==> config.mk <==
export PLATFORM = sky130hd
export DESIGN_NAME = i2s_slave
export DESIGN_NICKNAME = d
export VERILOG_FILES = /design/src/rtl/i2s_pkg.sv /design/src/rtl/i2s_sync.sv /design/src/rtl/i2s_slave.sv
export SDC_FILE = /design/constraint.sdc
export NUM_CORES = 1
export LEC_CHECK = 0
export BUFFER_PORTS_ARGS = -buffer_cell sky130_fd_sc_hd__buf_2
export CORE_AREA = 2 2 135 137
export DETAILED_ROUTE_END_ITERATION = 16
export DIE_AREA = 0 0 137 139
export GPL_TIMING_DRIVEN = 0
export PLACE_DENSITY = 0.71
export SYNTH_ARGS = -nofsm -noshare
export SYNTH_HDL_FRONTEND = slang
export SYNTH_SLANG_ARGS = --single-unit
==> constraint.sdc <==
create_clock -name mclk -period 2.1 [get_ports mclk]
set_input_delay 0.63 -clock mclk [delete_from_list [all_inputs] [get_ports mclk]]
set_output_delay 0.63 -clock mclk [all_outputs]
set_load 0.02 [all_outputs]
==> src/rtl/i2s_pkg.sv <==
// Shared constants and types for the I2S slave transceiver.
package i2s_pkg;

    localparam int D_WIDTH       = 24;
    localparam int SCLK_WS_RATIO = 64;

    localparam logic CH_LEFT  = 1'b0;
    localparam logic CH_RIGHT = 1'b1;

    // Idle until the first sclk rise, locked until the first ws transition, then running.
    typedef enum logic [1:0] {
        ST_IDLE,
        ST_LOCKED,
        ST_RUN
    } lock_state_e;

endpackage

==> src/rtl/i2s_sync.sv <==
// Two-flop synchronizer for one asynchronous bit, with a registered copy of the
// synchronized value so rising and falling edges can be detected on mclk.
module i2s_sync (
    input  logic mclk,
    input  logic reset_n,
    input  logic d_i,
    output logic q_o,
    output logic rise_o,
    output logic fall_o
);

    logic meta_q;
    logic sync_q;
    logic prev_q;

    // NOTE: non-blocking assignments, so all three stages shift on the same clock edge.
    always_ff @(posedge mclk or negedge reset_n) begin
        if (!reset_n) begin
            meta_q <= 1'b0;
            sync_q <= 1'b0;
            prev_q <= 1'b0;
        end else begin
            meta_q <= d_i;
            sync_q <= meta_q;
            prev_q <= sync_q;
        end
    end

    assign q_o    = sync_q;
    assign rise_o = sync_q & ~prev_q;
    assign fall_o = ~sync_q & prev_q;

endmodule

==> src/rtl/i2s_slave.sv <==
// I2S slave transceiver: sclk/ws come from the converter and are oversampled on mclk.
// Optional sticky framing check built when I2S_SLAVE_FRAME_CHECK_EN is defined.
module i2s_slave
    import i2s_pkg::*;
#(
    parameter int d_width       = D_WIDTH,
    parameter int sclk_ws_ratio = SCLK_WS_RATIO
) (
    input  logic               mclk,
    input  logic               reset_n,
    input  logic               sclk,
    input  logic               ws,
    input  logic               sd_rx,
    output logic               sd_tx,
    input  logic [d_width-1:0] l_data_tx,
    input  logic [d_width-1:0] r_data_tx,
    output logic               tx_load,
    output logic [d_width-1:0] l_data_rx,
    output logic [d_width-1:0] r_data_rx,
    output logic               rx_valid,
    output logic               frame_err
);

    localparam int               CNT_W   = $clog2(d_width + 1);
    localparam logic [CNT_W-1:0] BITS    = CNT_W'(d_width);
    localparam logic [CNT_W-1:0] BITS_M1 = CNT_W'(d_width - 1);

    logic sclk_lvl, sclk_rise, sclk_fall;
    logic ws_s, ws_rise, ws_fall;
    logic sd_s, sd_rise, sd_fall;

    i2s_sync u_sync_sclk (
        .mclk    (mclk),
        .reset_n (reset_n),
        .d_i     (sclk),
        .q_o     (sclk_lvl),
        .rise_o  (sclk_rise),
        .fall_o  (sclk_fall)
    );

    i2s_sync u_sync_ws (
        .mclk    (mclk),
        .reset_n (reset_n),
        .d_i     (ws),
        .q_o     (ws_s),
        .rise_o  (ws_rise),
        .fall_o  (ws_fall)
    );

    i2s_sync u_sync_sd (
        .mclk    (mclk),
        .reset_n (reset_n),
        .d_i     (sd_rx),
        .q_o     (sd_s),
        .rise_o  (sd_rise),
        .fall_o  (sd_fall)
    );

    logic unused_sync;
    assign unused_sync = ^{sclk_lvl, sclk_fall, ws_rise, ws_fall, sd_rise, sd_fall};

    lock_state_e        state_q,     state_d;
    logic               ws_last_q,   ws_last_d;
    logic [CNT_W-1:0]   bit_cnt_q,   bit_cnt_d;
    logic [d_width-1:0] rx_sh_q,     rx_sh_d;
    logic [d_width-1:0] l_hold_q,    l_hold_d;
    logic               left_ok_q,   left_ok_d;
    logic [d_width-1:0] tx_r_hold_q, tx_r_hold_d;
    logic [d_width-1:0] tx_sh_q,     tx_sh_d;
    logic               sd_tx_q,     sd_tx_d;
    logic [d_width-1:0] l_rx_q,      l_rx_d;
    logic [d_width-1:0] r_rx_q,      r_rx_d;
    logic               rx_valid_q,  rx_valid_d;
    logic               tx_load_q,   tx_load_d;
    logic               slot_start;

    always_comb begin
        // NOTE: every next-state value defaults to its register first, so no latch is inferred.
        state_d     = state_q;
        ws_last_d   = ws_last_q;
        bit_cnt_d   = bit_cnt_q;
        rx_sh_d     = rx_sh_q;
        l_hold_d    = l_hold_q;
        left_ok_d   = left_ok_q;
        tx_r_hold_d = tx_r_hold_q;
        tx_sh_d     = tx_sh_q;
        sd_tx_d     = sd_tx_q;
        l_rx_d      = l_rx_q;
        r_rx_d      = r_rx_q;
        rx_valid_d  = 1'b0;
        tx_load_d   = 1'b0;
        slot_start  = 1'b0;

        if (sclk_rise) begin
            unique case (state_q)
                ST_IDLE: begin
                    state_d   = ST_LOCKED;
                    ws_last_d = ws_s;
                end
                default: begin
                    if (ws_s != ws_last_q) begin
                        slot_start = 1'b1;
                        state_d    = ST_RUN;
                        ws_last_d  = ws_s;
                        bit_cnt_d  = '0;
                        if (ws_s == CH_LEFT) begin
                            // A slot counts only if its start was seen while running.
                            if (state_q == ST_RUN && left_ok_q && bit_cnt_q == BITS) begin
                                l_rx_d     = l_hold_q;
                                r_rx_d     = rx_sh_q;
                                rx_valid_d = 1'b1;
                            end
                            // The left word goes straight into the shifter, which acts as its hold.
                            tx_r_hold_d = r_data_tx;
                            tx_load_d   = 1'b1;
                            tx_sh_d     = l_data_tx;
                        end else begin
                            l_hold_d  = rx_sh_q;
                            left_ok_d = (state_q == ST_RUN) && (bit_cnt_q == BITS);
                            tx_sh_d   = tx_r_hold_q;
                        end
                        sd_tx_d = tx_sh_d[d_width-1];
                    end else if (state_q == ST_RUN) begin
                        if (bit_cnt_q < BITS) begin
                            rx_sh_d   = {rx_sh_q[d_width-2:0], sd_s};
                            bit_cnt_d = bit_cnt_q + CNT_W'(1);
                        end
                        if (bit_cnt_q < BITS_M1) begin
                            tx_sh_d = tx_sh_q << 1;
                            sd_tx_d = tx_sh_q[d_width-2];
                        end else begin
                            sd_tx_d = 1'b0;
                        end
                    end
                end
            endcase
        end
    end

    always_ff @(posedge mclk or negedge reset_n) begin
        if (!reset_n) begin
            state_q     <= ST_IDLE;
            ws_last_q   <= 1'b0;
            bit_cnt_q   <= '0;
            rx_sh_q     <= '0;
            l_hold_q    <= '0;
            left_ok_q   <= 1'b0;
            tx_r_hold_q <= '0;
            tx_sh_q     <= '0;
            sd_tx_q     <= 1'b0;
            l_rx_q      <= '0;
            r_rx_q      <= '0;
            rx_valid_q  <= 1'b0;
            tx_load_q   <= 1'b0;
        end else begin
            state_q     <= state_d;
            ws_last_q   <= ws_last_d;
            bit_cnt_q   <= bit_cnt_d;
            rx_sh_q     <= rx_sh_d;
            l_hold_q    <= l_hold_d;
            left_ok_q   <= left_ok_d;
            tx_r_hold_q <= tx_r_hold_d;
            tx_sh_q     <= tx_sh_d;
            sd_tx_q     <= sd_tx_d;
            l_rx_q      <= l_rx_d;
            r_rx_q      <= r_rx_d;
            rx_valid_q  <= rx_valid_d;
            tx_load_q   <= tx_load_d;
        end
    end

    assign sd_tx     = sd_tx_q;
    assign tx_load   = tx_load_q;
    assign rx_valid  = rx_valid_q;
    assign l_data_rx = l_rx_q;
    assign r_data_rx = r_rx_q;

`ifdef I2S_SLAVE_FRAME_CHECK_EN
    localparam int              FC_W       = $clog2(sclk_ws_ratio) + 1;
    localparam logic [FC_W-1:0] HALF_EDGES = FC_W'(sclk_ws_ratio / 2);

    logic [FC_W-1:0] edge_cnt_q;
    logic            frame_err_q;

    // The half in which lock happened is partial, so only halves begun while running are judged.
    always_ff @(posedge mclk or negedge reset_n) begin
        if (!reset_n) begin
            edge_cnt_q  <= '0;
            frame_err_q <= 1'b0;
        end else if (sclk_rise && state_q != ST_IDLE) begin
            if (slot_start) begin
                edge_cnt_q <= FC_W'(1);
                if (state_q == ST_RUN && edge_cnt_q != HALF_EDGES) begin
                    frame_err_q <= 1'b1;
                end
            end else if (edge_cnt_q != '1) begin
                edge_cnt_q <= edge_cnt_q + FC_W'(1);
            end
        end
    end

    assign frame_err = frame_err_q;
`else
    localparam int unused_ratio = sclk_ws_ratio;

    assign frame_err = 1'b0;
`endif

endmodule
==> results of run 1 <==
==> sequential cells by signal, summed over array words and instances (netlist names), 2 cells and up <==
name / cells
r_data_rx: 24
l_data_rx: 24
tx_sh_q: 23
rx_sh_q: 24
l_hold_q: 24
bit_cnt_q: 5
state_q: 2
tx_r_hold_q: 24
==> metal layers <==
layer / track usage / routed length, um
met1: 0.197 / 5820
met2: 0.250 / 6990
met3: 0.0548 / 739
met4: 0.0537 / 194
met5: 0 / 0
==> worst max-delay path by stage <==
stage	slack [ps]	to	cells past startpoint
after floorplan	40	l_data_rx[14]	7
after global placement	-1900	l_data_rx[18]	1
after detailed placement	-370	l_data_rx[18]	7
after CTS	-4	l_data_rx[18]	7
after global routing	-10	bit_cnt_q[2]	6
final	100	bit_cnt_q[2]	6
==> stage by stage <==
stage	TNS, ps	hold slack (ps)	setup slack, ps
after global routing	-11.5	223	-11.5
after floorplan	0	331	42.3
final	0	187	104
after CTS	-3.60	209	-3.60
after detailed placement	-18800	337	-370
after global placement	-318460	334	-1900
==> logic make-up after synthesis <==
| kind of cell | Yosys count | share of synthesized area |
|---|---|---|
| AO/OA/AOI/OAI | 60 | 0.0494 |
| adder cells (fa/ha/maj) | 4 | 0.00760 |
| buffers and inverters | 32 | 0.0226 |
| flip-flops | 162 | 0.616 |
| multiplexers | 147 | 0.252 |
| other | 1 | 0.000570 |
| AND/OR/NAND/NOR | 72 | 0.0521 |
==> Yosys cell counts, drive strengths merged, types with 3 or more instances <==
library cell | n | area (um^2)
clkbuf | 10 | 37.5
mux2i | 24 | 240
a21oi | 23 | 115
nand2 | 29 | 109
inv | 6 | 22.5
nor2 | 26 | 97.6
nand3 | 6 | 35.0
o21ai | 29 | 145
buf | 16 | 88.8
nor2b | 3 | 18.8
mux2 | 123 | 1420
ha | 4 | 50.1
dfrtp | 162 | 4050
==> cell type report <==
type | instances | area, um^2 | share of cell area
clock buffers | 20 | 447 | 0.0553
clock inverters | 10 | 128 | 0.0158
well taps | 229 | 287 | 0.0355
multi-input cells | 284 | 2400 | 0.298
inverters | 6 | 22.5 | 0.00279
plain buffers | 26 | 168 | 0.0208
flip-flops and latches | 162 | 4050 | 0.502
repair buffers | 106 | 564 | 0.0699
==> cells in the final DEF, fill, tap and decap left out, drive strengths merged, types with 9 or more instances in the layout <==
master | netlist | routed
a21oi | 23 | 23
clkbuf | 10 | 30
mux2i | 24 | 24
nand2 | 29 | 29
o21ai | 29 | 29
inv | 6 | 9
mux2 | 123 | 123
buf | 16 | 122
dfrtp | 162 | 162
nor2 | 26 | 26
==> timing repair <==
item / CTS / global route
setup endpoints to repair: 114 / 70
setup buffers: 1 / 1
gates resized for setup: 11 / 13
pin swaps: 1 / 2
==> power by group through the flow <==
stage	clock, mW	combinational (mW)	sequential (mW)
after floorplan	0	1.25	4.06
after global placement	0	1.60	4.12
after detailed placement	0	1.71	4.17
after CTS	3.11	1.75	4.12
after global routing	3.25	2.01	4.20
final	3.02	1.78	4.13
==> run metrics, run 1 <==
total track usage 0.156; first-pass GRT wire length 23.1 mm; share of total power in the clock network 0.339; CP startpoint kind flip-flop; Worst Setup SP ws_last_q; Starting Density 0.373; Max Clock Freq 501 MHz; Cell Chain, Critical Path inv_1 > ha_4 > nor2b_2 > o21ai_1 > or4b_2 > nand3_1; asr flop ratio synth 1.00; Avg WL per Cell 16.3 um; Fillers 1,622; PD cells 1110 nW/um^2; net switching power of the design 2.58 mW; Slew HR 0.600; pin count of the biggest net entering global routing 101; Switching Share 0.289; Int Pwr 6.35 mW; final hold viol count 0; warnings from Yosys 0; Worst-Skew Late Latency 430 ps; CP bufs+invs 1; Crit path max-delay family simple AND/OR/NAND/NOR gates; P_leak 4.16 nW; initial antenna violation count 0; max incr delay on CP 680 ps; Die X 137 um; Gate Count Post-Synth 478; Fin Clk Skew 15.7 ps; Syn Nets 535; DRT iter0 DRCs 174; sequential share of the synthesized area 0.616; core area 17,700 um^2; routability-driven placement congestion ratio 0.768; Setup crit end kind flip-flop; ratio of cells with drive above 1 in the final layout 0.466; final WL 13.7 mm; Worst-Margin Slew 599 ps; port buffer count 103; Final Core Density 0.457; deepest clock path buffer count 2; unique cell type count in the Yosys netlist 33; Vias 4,152; vias per inst 4.93; worst flop-to-flop path startpoint ws_last_q; status finished clean; full die area 19,000 um^2; post-layout min period 2000 ps; nets@finish 660; cts bufs inserted 17; Reg clk slew, reported paths 60 ps; Top FF cell, synth dfrtp_1; final std cells w/o fill 843; depth of the worst register-to-register path 6; crit path max-delay cell type or4b_2; Final ANT Viol Nets 0; H-tree depth 4; Hold/Removal Path Class in -> async; WP data required 2440 ps; fin crit share 0.950; row cnt 49; hold_buf cts 0; Post-synth EDFFs 0; critical path class reg -> reg; reg2reg end bit_cnt_q[2]; # IOs 105; CTS tree done; sequential share of power 0.462; worst reg-to-reg setup slack 100 ps; drt pass-1 iters 4; Worst VDD drop 0.625 mV; remaining global-route overflow 0; Area growth, synth to finish 22.6%; via count of the first global-routing pass 4,516; Comb pwr share 0.199; clock tree root buffer cell clkbuf_16; Placed Cells incl. Taps 811; Residual DRC 0; Die H 139 um; Max Cap Violations 0; Final Setup Violations 0; Sink Count 162; DP HPWL 9.49 mm; antenna diode count 0; design area 8070 um^2; fin. max-slew vios 0; #FFs+latches synth 162; syn avg cell area 13.8 um^2; Data arrival, critical path 2340 ps; dpl cell area 7420 um^2; total power 8.93 mW; CP max FO 6; cell area after synthesis 6580 um^2
(Power assumes the default switching activity.)
==> run 2: changes to the inputs <==
CORE_AREA = 2 2 124 126   (was 2 2 135 137)
DIE_AREA = 0 0 126 128   (was 0 0 137 139)
PLACE_DENSITY = 0.77   (was 0.71)
==> run metrics, run 2 (same netlist as run 1, synthesis figures left out) <==
status finished clean; post-layout min period 1990 ps; Slew HR 0.574; Sink Count 162; row cnt 45; Placed Cells incl. Taps 770; Setup crit end kind flip-flop; P_leak 4.19 nW; fin crit share 0.948; routability-driven placement congestion ratio 0.792; pin count of the biggest net entering global routing 96; deepest clock path buffer count 2; final WL 12.9 mm; Residual DRC 0; GRT Max-Usage Layer met2; max incr delay on CP 380 ps; total power 8.95 mW; CP max FO 10; Die H 128 um; Avg WL per Cell 16.0 um; end of the critical path tx_r_hold_q[18]; worst flop-to-flop path startpoint ws_last_q; CTS tree done; Cell Chain, Critical Path inv_1 > ha_4 > nor4b_4 > buf_4 > buf_2 > mux2_2; DRT iter0 DRCs 139; Final Setup Violations 0; met3 GRT Util 0.0380; depth of the worst register-to-register path 6; initial antenna violation count 0; Worst VDD drop 0.603 mV; final std cells w/o fill 806; Vias 4,110; cts bufs inserted 17; Max Clock Freq 502 MHz; DP HPWL 8.94 mm; ratio of cells with drive above 1 in the final layout 0.472; Starting Density 0.443; design area 8050 um^2; M2 GR Usage 0.291; first-pass GRT wire length 22.2 mm; WP data required 2400 ps; clock tree root buffer cell clkbuf_16; commonest non-fill, non-tap cell in the layout dfrtp_1; PD cells 1110 nW/um^2; CP startpoint kind flip-flop; vias per inst 5.10; Worst path depth 6; Worst Setup SP ws_last_q; full die area 16,100 um^2; core area 14,900 um^2; met1 Track Usage GR 0.216; crit path max-delay cell type dfrtp_1; dpl cell area 7370 um^2; Max Cap Violations 0; reg2reg end tx_r_hold_q[18]; CP bufs+invs 3; Reg clk slew, reported paths 60 ps; Area growth, synth to finish 22.3%; Worst-Skew Late Latency 420 ps; Final ANT Viol Nets 0; final hold viol count 0; most frequent cells in the layout dfrtp_1, mux2_2, buf_2; H-tree depth 4; worst reg-to-reg setup slack 110 ps; Crit path max-delay family buffers and inverters; critical path class reg -> reg; fin. max-slew vios 0; antenna diode count 0; drt pass-1 iters 4; nets@finish 662; Die X 126 um; remaining global-route overflow 0; # IOs 105; Hold/Removal Path Class in -> async; hold_buf cts 0; Fin Clk Skew 8.40 ps; total track usage 0.174; Data arrival, critical path 2290 ps; port buffer count 103; via count of the first global-routing pass 4,487; Worst-Margin Slew 639 ps
run 2: stage by stage:
step	setup TNS [ps]	hold slack, ps	utilization	worst slack, ps
after floorplan	0	331	-	42.3
after global placement	-312030	338	0.493	-1860
after detailed placement	-15720	339	0.496	-332
after CTS	0	236	0.538	7.67
after global routing	-3.57	259	0.542	-3.57
final	0	211	0.542	109
run 2: cell type report:
class                           count  area (um^2)
Buffer                             26          166
Clock buffer                       19          443
Clock inverter                     13          146
Fill cell                        1267         6810
Inverter                            6         22.5
Multi-Input combinational cell    284         2400
Sequential cell                   162         4050
Tap cell                          188          235
Timing Repair Buffer              108          579
run 2: power breakdown:
group          switching, mW  total, mW  internal [mW]  leakage [nW]
clock network           1.27       3.07           1.80         0.285
logic                  0.933       1.76          0.829          1.75
registers              0.387       4.12           3.73          2.15
total                   2.59       8.95           6.36          4.19
run 2: worst min-delay path by stage:
stage | slack (ps) | cells past startpoint | endpoint
CTS | 240 | 1 | tx_r_hold_q[12]
detailed placement | 340 | 0 | u_sync_ws.q_o
global placement | 340 | 0 | u_sync_sd.q_o
global route | 260 | 1 | tx_r_hold_q[12]
floorplan | 330 | 0 | bit_cnt_q[0]
finish | 210 | 1 | tx_r_hold_q[12]
run 2: per-layer routing:
layer / wire [um] / vias to the layer above
li1: - / 1935
met1: 5620 / 2083
met2: 6600 / 70
met3: 340 / 22
met4: 363 / 0
met5: 0 / -
run 2: worst reg2reg max path, cell delays in order, from the launching register on:
cell,delay (ps)
dfrtp_1,380
inv_1,120
ha_4,240
nor4b_4,320
buf_4,190
buf_2,250
mux2_2,380
run 2: timing repair:
| action | CTS | global route |
|---|---|---|
| gates resized for setup | 7 | 20 |
| endpoints found under the setup margin | 96 | 68 |
| pin swaps | 1 | 2 |
| buffers inserted | 2 | 2 |
